==> src/rtl/rtlola_event_queue_pkg.sv <==
// Shared entry layout for the RTLola input-event queue.
// Entry packing, MSB to LSB: data | mask | periodic | timestamp | tag.
package rtlola_queue_pkg;

    localparam int DROP_W = 16;

    function automatic int entry_w(int n, int dw, int tsw, int tagw);
        return n * dw + n + 1 + tsw + tagw;
    endfunction

    function automatic int off_tag();
        return 0;
    endfunction

    function automatic int off_ts(int tagw);
        return tagw;
    endfunction

    function automatic int off_periodic(int tsw, int tagw);
        return tagw + tsw;
    endfunction

    function automatic int off_mask(int tsw, int tagw);
        return tagw + tsw + 1;
    endfunction

    function automatic int off_data(int n, int tsw, int tagw);
        return tagw + tsw + 1 + n;
    endfunction

endpackage

==> src/rtl/rtlola_event_queue_if.sv <==
// Head-of-queue event handshake between the queue (master) and the evaluator (slave).
interface rtlola_event_queue_if #(
    parameter int NUM_INPUTS = 2,
    parameter int DATA_WIDTH = 64,
    parameter int TS_WIDTH   = 32,
    parameter int TAG_WIDTH  = 64
);
    logic [NUM_INPUTS*DATA_WIDTH-1:0] ev_data;
    logic [NUM_INPUTS-1:0]            ev_mask;
    logic                             ev_periodic;
    logic [TS_WIDTH-1:0]              ev_ts;
    logic [TAG_WIDTH-1:0]             ev_tag;
    logic                             ev_valid;
    logic                             ev_ready;

    modport master (
        output ev_data, ev_mask, ev_periodic, ev_ts, ev_tag, ev_valid,
        input  ev_ready
    );

    modport slave (
        input  ev_data, ev_mask, ev_periodic, ev_ts, ev_tag, ev_valid,
        output ev_ready
    );
endinterface

==> src/rtl/rtlola_event_queue_fifo.sv <==
// Generic show-ahead synchronous FIFO; pointers carry one extra wrap bit.
module rtlola_sync_fifo #(
    parameter int WIDTH = 8,
    parameter int DEPTH = 8
) (
    input  logic                     i_clk,
    input  logic                     i_rst_n,
    input  logic                     i_push,
    input  logic                     i_pop,
    input  logic [WIDTH-1:0]         i_wdata,
    output logic [WIDTH-1:0]         o_rdata,
    output logic                     o_full,
    output logic                     o_empty,
    output logic [$clog2(DEPTH):0]   o_level
);
    localparam int AW = $clog2(DEPTH);

    logic [WIDTH-1:0] r_mem [DEPTH];
    logic [AW:0]      r_wptr;
    logic [AW:0]      r_rptr;
    logic [AW:0]      r_level;

    always_ff @(posedge i_clk or negedge i_rst_n) begin
        if (!i_rst_n) begin
            r_wptr  <= '0;
            r_rptr  <= '0;
            r_level <= '0;
        end else begin
            if (i_push) r_wptr <= r_wptr + 1'b1;
            if (i_pop)  r_rptr <= r_rptr + 1'b1;
            if (i_push && !i_pop)      r_level <= r_level + 1'b1;
            else if (i_pop && !i_push) r_level <= r_level - 1'b1;
        end
    end

    // Storage needs no reset: the head is only observed while non-empty.
    always_ff @(posedge i_clk) begin
        if (i_push) r_mem[r_wptr[AW-1:0]] <= i_wdata;
    end

    assign o_rdata = r_mem[r_rptr[AW-1:0]];
    assign o_empty = (r_wptr == r_rptr);
    assign o_full  = (r_wptr[AW] != r_rptr[AW]) && (r_wptr[AW-1:0] == r_rptr[AW-1:0]);
    assign o_level = r_level;
endmodule

==> src/rtl/rtlola_event_queue.sv <==
// RTLola input-event queue: forms one event per cycle from input strobes and the
// periodic timer, stamps and tags it, and buffers it for the evaluator.
module rtlola_event_queue
    import rtlola_queue_pkg::*;
#(
    parameter int NUM_INPUTS = 2,
    parameter int DATA_WIDTH = 64,
    parameter int DEPTH      = 8,
    parameter int TS_WIDTH   = 32,
    parameter int TAG_WIDTH  = 64,
    parameter int PERIOD     = 1000
) (
    input  logic                             clk,
    input  logic                             rst,
    input  logic                             en,
    input  logic [NUM_INPUTS*DATA_WIDTH-1:0] input_data,
    input  logic [NUM_INPUTS-1:0]            new_input,
    rtlola_event_queue_if.master             ev,
    output logic                             q_push,
    output logic                             q_push_valid,
    output logic                             q_pop,
    output logic [$clog2(DEPTH):0]           q_level,
    output logic                             overflow,
    output logic [DROP_W-1:0]                drop_count
);
    localparam int EW       = entry_w(NUM_INPUTS, DATA_WIDTH, TS_WIDTH, TAG_WIDTH);
    localparam int O_TAG    = off_tag();
    localparam int O_TS     = off_ts(TAG_WIDTH);
    localparam int O_PER    = off_periodic(TS_WIDTH, TAG_WIDTH);
    localparam int O_MASK   = off_mask(TS_WIDTH, TAG_WIDTH);
    localparam int O_DATA   = off_data(NUM_INPUTS, TS_WIDTH, TAG_WIDTH);
    localparam int TIMER_W  = (PERIOD > 1) ? $clog2(PERIOD) : 1;
    localparam int LAST     = (PERIOD > 0) ? PERIOD - 1 : 0;

    logic [TS_WIDTH-1:0]             r_ts;
    logic [TIMER_W-1:0]              r_timer;
    logic [TAG_WIDTH-1:0]            r_tag;
    logic                            r_overflow;
    logic [DROP_W-1:0]               r_drop;

    logic                            w_tick;
    logic                            w_form;
    logic                            w_pop;
    logic                            w_accept;
    logic                            w_drop;
    logic                            w_full;
    logic                            w_empty;
    logic                            w_valid;
    logic [NUM_INPUTS*DATA_WIDTH-1:0] w_masked;
    logic [EW-1:0]                   w_entry;
    logic [EW-1:0]                   w_head;

    assign w_tick   = (PERIOD != 0) && en && (r_timer == TIMER_W'(LAST));
    // Gated by rst so every output reads 0 while reset is held.
    assign w_form   = rst && en && ((|new_input) || w_tick);
    assign w_valid  = !w_empty;
    assign w_pop    = w_valid && ev.ev_ready && en;
    assign w_accept = w_form && (!w_full || w_pop);
    assign w_drop   = w_form && w_full && !w_pop;

    always_comb begin
        w_masked = '0;
        for (int i = 0; i < NUM_INPUTS; i++) begin
            if (new_input[i]) w_masked[i*DATA_WIDTH +: DATA_WIDTH] = input_data[i*DATA_WIDTH +: DATA_WIDTH];
        end
    end

    assign w_entry = {w_masked, new_input, w_tick, r_ts, r_tag};

    always_ff @(posedge clk or negedge rst) begin
        if (!rst) begin
            r_ts       <= '0;
            r_timer    <= '0;
            r_tag      <= '0;
            r_overflow <= 1'b0;
            r_drop     <= '0;
        end else if (en) begin
            r_ts <= r_ts + 1'b1;
            if (PERIOD != 0) r_timer <= w_tick ? '0 : r_timer + 1'b1;
            if (w_accept) r_tag <= r_tag + 1'b1;
            if (w_drop) begin
                r_overflow <= 1'b1;
                if (r_drop != '1) r_drop <= r_drop + 1'b1;
            end
        end
    end

    rtlola_sync_fifo #(
        .WIDTH (EW),
        .DEPTH (DEPTH)
    ) u_fifo (
        .i_clk   (clk),
        .i_rst_n (rst),
        .i_push  (w_accept),
        .i_pop   (w_pop),
        .i_wdata (w_entry),
        .o_rdata (w_head),
        .o_full  (w_full),
        .o_empty (w_empty),
        .o_level (q_level)
    );

    assign ev.ev_valid    = w_valid;
    assign ev.ev_data     = w_valid ? w_head[O_DATA +: NUM_INPUTS*DATA_WIDTH] : '0;
    assign ev.ev_mask     = w_valid ? w_head[O_MASK +: NUM_INPUTS] : '0;
    assign ev.ev_periodic = w_valid && w_head[O_PER];
    assign ev.ev_ts       = w_valid ? w_head[O_TS +: TS_WIDTH] : '0;
    assign ev.ev_tag      = w_valid ? w_head[O_TAG +: TAG_WIDTH] : '0;

    assign q_push       = w_form;
    assign q_push_valid = w_accept;
    assign q_pop        = w_pop;
    assign overflow     = r_overflow;
    assign drop_count   = r_drop;
endmodule

==> src/flat_wrapper.sv <==
// flat-port wrapper written by rule: the top's interface ports become plain ports
module rtlola_event_queue_flat import rtlola_queue_pkg::*;
#(
    parameter int NUM_INPUTS = 2,
    parameter int DATA_WIDTH = 64,
    parameter int DEPTH      = 8,
    parameter int TS_WIDTH   = 32,
    parameter int TAG_WIDTH  = 64,
    parameter int PERIOD     = 1000
)
  (clk, rst, en, input_data, new_input, q_push, q_push_valid, q_pop, q_level, overflow, drop_count, ev_ev_data, ev_ev_mask, ev_ev_periodic, ev_ev_ts, ev_ev_tag, ev_ev_valid, ev_ev_ready);
  rtlola_event_queue_if #(.NUM_INPUTS(NUM_INPUTS), .DATA_WIDTH(DATA_WIDTH), .TS_WIDTH(TS_WIDTH), .TAG_WIDTH(TAG_WIDTH)) ev_i ();
  input  logic clk;
  input  logic rst;
  input  logic en;
  input  logic [NUM_INPUTS*DATA_WIDTH-1:0] input_data;
  input  logic [NUM_INPUTS-1:0] new_input;
  output logic q_push;
  output logic q_push_valid;
  output logic q_pop;
  output logic [$clog2(DEPTH):0] q_level;
  output logic overflow;
  output logic [DROP_W-1:0] drop_count;
  output wire logic [$bits(ev_i.ev_data)-1:0] ev_ev_data;
  output wire logic [$bits(ev_i.ev_mask)-1:0] ev_ev_mask;
  output wire logic [$bits(ev_i.ev_periodic)-1:0] ev_ev_periodic;
  output wire logic [$bits(ev_i.ev_ts)-1:0] ev_ev_ts;
  output wire logic [$bits(ev_i.ev_tag)-1:0] ev_ev_tag;
  output wire logic [$bits(ev_i.ev_valid)-1:0] ev_ev_valid;
  input wire logic [$bits(ev_i.ev_ready)-1:0] ev_ev_ready;
  assign ev_ev_data = ev_i.ev_data;
  assign ev_ev_mask = ev_i.ev_mask;
  assign ev_ev_periodic = ev_i.ev_periodic;
  assign ev_ev_ts = ev_i.ev_ts;
  assign ev_ev_tag = ev_i.ev_tag;
  assign ev_ev_valid = ev_i.ev_valid;
  assign ev_i.ev_ready = ev_ev_ready;
  rtlola_event_queue #(.NUM_INPUTS(NUM_INPUTS), .DATA_WIDTH(DATA_WIDTH), .DEPTH(DEPTH), .TS_WIDTH(TS_WIDTH), .TAG_WIDTH(TAG_WIDTH), .PERIOD(PERIOD)) u_core (.clk(clk), .rst(rst), .en(en), .input_data(input_data), .new_input(new_input), .ev(ev_i), .q_push(q_push), .q_push_valid(q_push_valid), .q_pop(q_pop), .q_level(q_level), .overflow(overflow), .drop_count(drop_count));
endmodule
==> config.mk <==
export PLATFORM = sky130hd
export DESIGN_NAME = rtlola_event_queue_flat
export DESIGN_NICKNAME = d
export VERILOG_FILES = /design/src/rtl/rtlola_event_queue_pkg.sv /design/src/rtl/rtlola_event_queue_if.sv /design/src/rtl/rtlola_event_queue_fifo.sv /design/src/rtl/rtlola_event_queue.sv /design/src/flat_wrapper.sv
export SDC_FILE = /design/constraint.sdc
export NUM_CORES = 2
export LEC_CHECK = 0
export CELL_PAD_IN_SITES_DETAIL_PLACEMENT = 1
export CELL_PAD_IN_SITES_GLOBAL_PLACEMENT = 1
export CORE_MARGIN = 1.5
export CORE_UTILIZATION = 55
export CTS_BUF_LIST = sky130_fd_sc_hd__clkbuf_4 sky130_fd_sc_hd__clkbuf_8
export CTS_CLUSTER_DIAMETER = 120
export DETAILED_ROUTE_END_ITERATION = 16
export PLACE_DENSITY = 0.93
export RECOVER_POWER = 100
export SETUP_SLACK_MARGIN = 0.2
export SYNTH_ARGS = -nofsm -noshare
export SYNTH_HDL_FRONTEND = slang
export SYNTH_SLANG_ARGS = --single-unit
==> constraint.sdc <==
create_clock -name clk -period 34.3 [get_ports clk]
set_clock_uncertainty 0.1 [all_clocks]
set_input_delay 8.575 -clock clk [delete_from_list [all_inputs] [get_ports clk]]
set_output_delay 8.575 -clock clk [all_outputs]
set_load 0.005 [all_outputs]
**Word level (Yosys, flattened, before mapping)**

Memory sizes are Yosys's and may differ from the RTL's.
Index checks and enable logic that the tools add are counted.

- Register bits after elaboration: 135
- Latch bits: 0
- Memory bits (writable): 1816
- ROM bits: 0
- Logic and storage cells: 56
- Memories kept: 1

- Add/sub/neg operators: 8
- $mul: 0
- Divide/modulo/power cells: 0
- Magnitude comparators: 0
- Equality and inequality tests: 5
- Shifts and indexed selects: 0
- Mux-type cells: 11
- Bitwise operators: 0
- Reduce and logical (&&, ||, !) cells: 23

Memories:

| name | words | width | read ports | clocked after memory_dff | write ports | line | text |
|---|---|---|---|---|---|---|---|
| u_core.u_fifo.r_mem | 8 | 227 | 1 | 0 | 1 | rtlola_event_queue_fifo.sv:18 | `logic [WIDTH-1:0] r_mem [DEPTH];` |

Operator list:

| kind | count |
|---|---|
| $mux 64 | 3 |
| $mux 128 | 1 |
| $add 64x1->64 const B | 1 |
| $add 32x1->32 const B | 1 |
| $mux 32 | 1 |
| $add 16x1->16 const B | 1 |
| $ne 16x16->1 const B | 1 |
| $add 4x1->4 const B | 3 |
| $logic_and 1x1->1 | 12 |
| $add 10x1->10 const B | 1 |
| $eq 10x10->1 const B | 1 |
| $mux 10 | 1 |
| $mux 4 | 2 |
| $eq 4x4->1 | 1 |
| $logic_not 1->1 | 4 |
| $reduce_and 2->1 | 2 |
| $sub 4x1->4 const B | 1 |
| $eq 3x3->1 | 1 |
| $reduce_and 3->1 | 1 |
| $logic_or 1x1->1 | 2 |
| $mux 1 | 2 |
| $mux 2 | 1 |
| $reduce_bool 2->1 | 1 |
| $reduce_or 2->1 | 1 |
| $ne 1x1->1 | 1 |

**Longest topological paths before layout**

- Depth in word-level cells: 10
- Depth in mapped cells: 14
- Depth with buffers taken out: 13

**Modules after synthesis**

A second synthesis with hierarchy kept.

- Cell total of the unflattened synthesis: 3644
- Area total of the unflattened synthesis: 77122.7 µm²

Modules (own cells, without submodules):

| module | instances | cells each | area an instance (µm²) | seq. area each (µm²) |
|---|---|---|---|---|
| rtlola_sync_fifo | 1 | 2696 | 68887.3 | 54832.6 |
| rtlola_event_queue | 1 | 948 | 8235.4 | 3078.0 |

**Least setup slack after synthesis**

Ideal clock, no wire load.

- Path kind: input to register
- From: input port en
- To: memory u_core.u_fifo.r_mem[0][0] (netlist bit), enable pin
- Setup time: 1448 ps
- Data arrival time: 32922 ps
- Data required time: 32752 ps
- Path slack: -170 ps
- Stages: 7
- Buffers on the path: 3
- Cell sequence: buf_4 -> nand4_1 -> o31ai_1 -> o2111a_1 -> buf_4 -> buf_2 -> nor4b_1

- Longest elaborated chain between the ends: 6
- Elaborated cells between the ends (all ways): 9

Ends and longest elaborated chain:

| element | line | text |
|---|---|---|
| start: declaration | flat_wrapper.sv:15 | `input logic en;` |
| $logic_and 1x1->1 | rtlola_event_queue.sv:53 | `assign w_tick = (PERIOD != 0) && en && (r_timer == TIMER_W'(LAST));` |
| $logic_or 1x1->1 | rtlola_event_queue.sv:55 | `assign w_form = rst && en && ((\|new_input) \|\| w_tick);` |
| $logic_and 1x1->1 | rtlola_event_queue.sv:55 |  |
| $logic_and 1x1->1 (*) | rtlola_event_queue.sv:58 | `assign w_accept = w_form && (!w_full \|\| w_pop);` |
| named net q_push_valid | flat_wrapper.sv:19 | `output logic q_push_valid;` |
| $mux 1 (*) | rtlola_event_queue_fifo.sv:38 | `if (i_push) r_mem[r_wptr[AW-1:0]] <= i_wdata;` |
| $mux 1 (implied by the code) (*) | rtlola_event_queue_fifo.sv:38 |  |
| end: declaration | rtlola_event_queue_fifo.sv:18 |  |

Mark *: on every way through the listed nets, which the timed path passes. The rest lies on a longest branch.

**Final worst setup path**

- From: input port new_input[0]
- To: memory u_core.u_fifo.r_mem[7][203] (netlist bit), enable pin

- Longest elaborated chain between the ends: 6

Ends and longest elaborated chain:

| element | line | text |
|---|---|---|
| start: declaration | flat_wrapper.sv:17 | `input logic [NUM_INPUTS-1:0] new_input;` |
| $reduce_or 2->1 | rtlola_event_queue.sv:55 |  |
| $logic_or 1x1->1 | rtlola_event_queue.sv:55 |  |
| $logic_and 1x1->1 | rtlola_event_queue.sv:55 |  |
| $logic_and 1x1->1 | rtlola_event_queue.sv:58 |  |
| $mux 1 | rtlola_event_queue_fifo.sv:38 |  |
| $mux 1 (implied by the code) | rtlola_event_queue_fifo.sv:38 |  |

Every way passes these cells.

==> flow_summary.json <==
{
  "outcome": "finished with violations",
  "violations": "capacitance limit, slew limit",
  "vdd_drop_max_mv": 0.0767,
  "setup_tns_ns": 0,
  "use_met2": 0.491,
  "avgRoutedWirePerCell_um": 32.6,
  "yosysSeqAreaShare": 0.764,
  "setup_viol": 0,
  "path_max_fanout": 109,
  "critPathLaunch": "new_input[0]",
  "timing.fmax_mhz": 38.6,
  "reg2reg_depth": 8,
  "start_util": 0.553,
  "worst_pin_slew_ns": 8.98,
  "num_rows": 136,
  "cp.depth": 10,
  "ctsResizeCount": 0,
  "cp.arrival_ns": 26.29,
  "cts_tree": "done",
  "grt_pass1_wl_um": 299000,
  "grt_overflow": 0,
  "cp_num_buf_inv": 5,
  "r2r-end": "u_core.u_fifo.r_mem[7][203]",
  "fin_nets": 4350,
  "register_area_um2": 57900,
  "synthArstFlopShare": 0.0692,
  "syn-instance-count": 3614,
  "gp_congestion": 0.774,
  "synthToLayoutAreaGrowth_pct": 15.7,
  "antenna_found_initial": 19,
  "hp-class": "register to register",
  "endpoint_kind": "register",
  "dr.first_iter.drc_count": 4087,
  "synth_cell_types": 55,
  "grtUsageTotal": 0.293,
  "drcViolationCount": 0,
  "die_h_um": 374,
  "yosysTopAreaCell": "edfxtp_1",
  "n_fill_cell": 11300,
  "via_per_inst": 6.33,
  "crit_end": "u_core.u_fifo.r_mem[7][203]",
  "slew_headroom": -4.98,
  "top_usage_layer": "met2",
  "synthTopCellsByArea": "edfxtp_1 (72%), mux4_2 (13%), dfrtp_1 (4.5%)",
  "drive_gt1_frac": 0.223,
  "htreeDepth": 5,
  "clk_pin_slew_ns": 0.06,
  "period_share": 0.755,
  "synth-seq-cells": 1951,
  "hpwl_um": 104000,
  "syn_nets": 3758,
  "r2r-start": "u_core.u_fifo.r_rptr[2]",
  "p_leak_uw": 0.0296,
  "vias": 39600,
  "rsz0062_at_grt": "false",
  "worstSetupPathType": "input port to register",
  "slowest_stage": "clkbuf_1",
  "powerDensity_nw_per_um2": 81.8,
  "port_buffers": 385,
  "grt_max_degree": 170,
  "max_stage_delay_ns": 5.88,
  "synth_edf_count": 1816,
  "worstPathRequired_ns": 34.70,
  "report.final.slew_viol_count": 2491,
  "die_area_um2": 140000,
  "clock_tree.root_cell": "clkbuf_8",
  "grt_pass1_vias": 43100,
  "synth_top_cell_area_share": 0.719,
  "synthFlopType": "edfxtp_1",
  "clockBufferDepth": 4,
  "startpoint_type": "input port",
  "ioPinCount": 386,
  "cts_made_buffers": 324,
  "dr.pass1.iters": 5,
  "postSynthAreaPerCell_um2": 21.0,
  "finalHoldViolCount": 0,
  "postCtsSetupBuffers": 0,
  "clkLatencyLatePin_ns": 1.01,
  "multi_input_area_um2": 17000,
  "use_met3": 0.0635,
  "fin_crit_ns": 25.89,
  "cpMostUsedCell": "clkbuf_1",
  "crit_family": "buffers and inverters",
  "core_um2": 137000,
  "wl_um": 204000,
  "maxCapViolations": 48,
  "syn-cell-area_um2": 75800,
  "clock-sinks": 1951,
  "die_w_um": 374,
  "rrSetupSlack_ns": 17.65,
  "crit_path_cell_trace": "buf_2 > clkbuf_1 > nor2_1 > o31ai_1 > o2111a_1 > clkbuf_1 > nand2_1 > nor2_1 > clkbuf_1 > clkbuf_1",
  "drtAntennaViolNets": 0,
  "ys_warn_count": 0,
  "grt_use_met1": 0.378,
  "fin_util": 0.640,
  "cts_hold_buffers": 0
}
[per-stage QoR]
step | power (uW) | instances | cell area (um2) | hold WS (ns) | worst slack, ns
after global routing | 7420 | 6245 | 87700 | 0.407 | 8.00
after detailed placement | 5200 | 5674 | 81800 | 0.383 | 14.35
after global placement | 5100 | 5674 | 81800 | 0.367 | 14.46
after floorplan | 4190 | 3614 | 75800 | 0.357 | 1.61
after CTS | 7320 | 6236 | 88000 | 0.397 | 14.30
final | 7180 | 6254 | 87700 | 0.395 | 8.41
[routing by layer]
layer,up-vias,routed length (um)
met5,-,44
met4,8,7150
met3,519,16200
met2,2227,104000
met1,21000,76300
li1,15900,-
[state kept, by name (all words and copies together), names as in the netlist]
register               flops
u_core.r_ts               32
u_core.r_timer            10
u_core.u_fifo.r_rptr       4
u_core.u_fifo.r_wptr       4
u_core.drop_count         16
u_core.r_tag              64
u_core.u_fifo.r_mem     1816
u_core.overflow            1
u_core.u_fifo.o_level      4
[synthesized netlist by cell type (all sizes together) (7+ instances only)]
master  instances
nand2          55
clkbuf         89
mux2i         227
nand3          48
xnor2          75
and3           15
nor2          274
nor3           28
nand4          36
ha              9
and4            9
inv            20
nor4            7
and2          131
edfxtp       1816
dfrtp         135
mux2            7
buf            88
mux4          454
xor2           52
[worst register-to-register path: stages, from the launching register on]
cell,delay (ns)
dfrtp_1,2.20
xnor2_1,0.30
nand3_1,0.35
o2111a_1,0.26
clkbuf_1,1.39
nand2_1,0.41
nor2_1,2.25
clkbuf_1,5.88
clkbuf_1,3.00
[final cells by class]
cell class                 instances  share of cell area
multi-input combinational       1466               0.194
clock inverter                   105             0.00779
timing repair buffer             443              0.0474
antenna                           18            0.000514
clock buffer                     457              0.0637
tap                             1794              0.0256
sequential                      1951               0.660
inverter                          20            0.000856
[logic make-up (layout without fill, tap and decap cells)]
group	after synthesis	in the layout	share of synthesized area
DFF	1951	1951	0.764
buffers and inverters	197	1025	0.0108
other	0	18	0
AOI/OAI and AO/OA	17	17	0.00152
xor gates and xnor gates	127	127	0.0147
and+or+nand+nor	624	624	0.0413
adders and majority gates	10	10	0.00175
muxes	688	688	0.166
[cell usage in the layout, fill, tap and decap left out, drive strengths merged, types with 2 or more instances in the layout]
cell type / instances
ha: 9
nand4: 36
inv: 21
a21oi: 2
or2: 2
or3: 4
or4: 4
xor2: 52
diode: 18
buf: 17
o31ai: 4
nand2: 55
nor2: 274
and3: 15
edfxtp: 1816
clkinv: 87
a31oi: 2
o21ai: 4
dfrtp: 135
mux2i: 227
xnor2: 75
nor3: 28
nand3: 48
clkdlybuf4s50: 133
clkbuf: 501
clkinvlp: 9
and4: 9
nor4: 7
and2: 131
mux2: 7
dlygate4sd3: 249
nor3b: 4
mux4: 454
nor4bb: 3
bufinv: 8
[power breakdown]
part	internal, uW	switching (uW)
logic	1070	1170
registers	2780	109
clock network	1110	946
[worst min-delay path by stage]
stage                                   from                       end  cells past startpoint
global placement    u_core.u_fifo.o_level[3]  u_core.u_fifo.o_level[3]                      1
CTS                 u_core.u_fifo.o_level[3]  u_core.u_fifo.o_level[3]                      1
floorplan                    u_core.overflow           u_core.overflow                      1
detailed placement  u_core.u_fifo.o_level[3]  u_core.u_fifo.o_level[3]                      1
global route        u_core.u_fifo.o_level[3]  u_core.u_fifo.o_level[3]                      1
finish              u_core.u_fifo.o_level[3]  u_core.u_fifo.o_level[3]                      1
No activity file was read; power rests on OpenSTA's default activity.
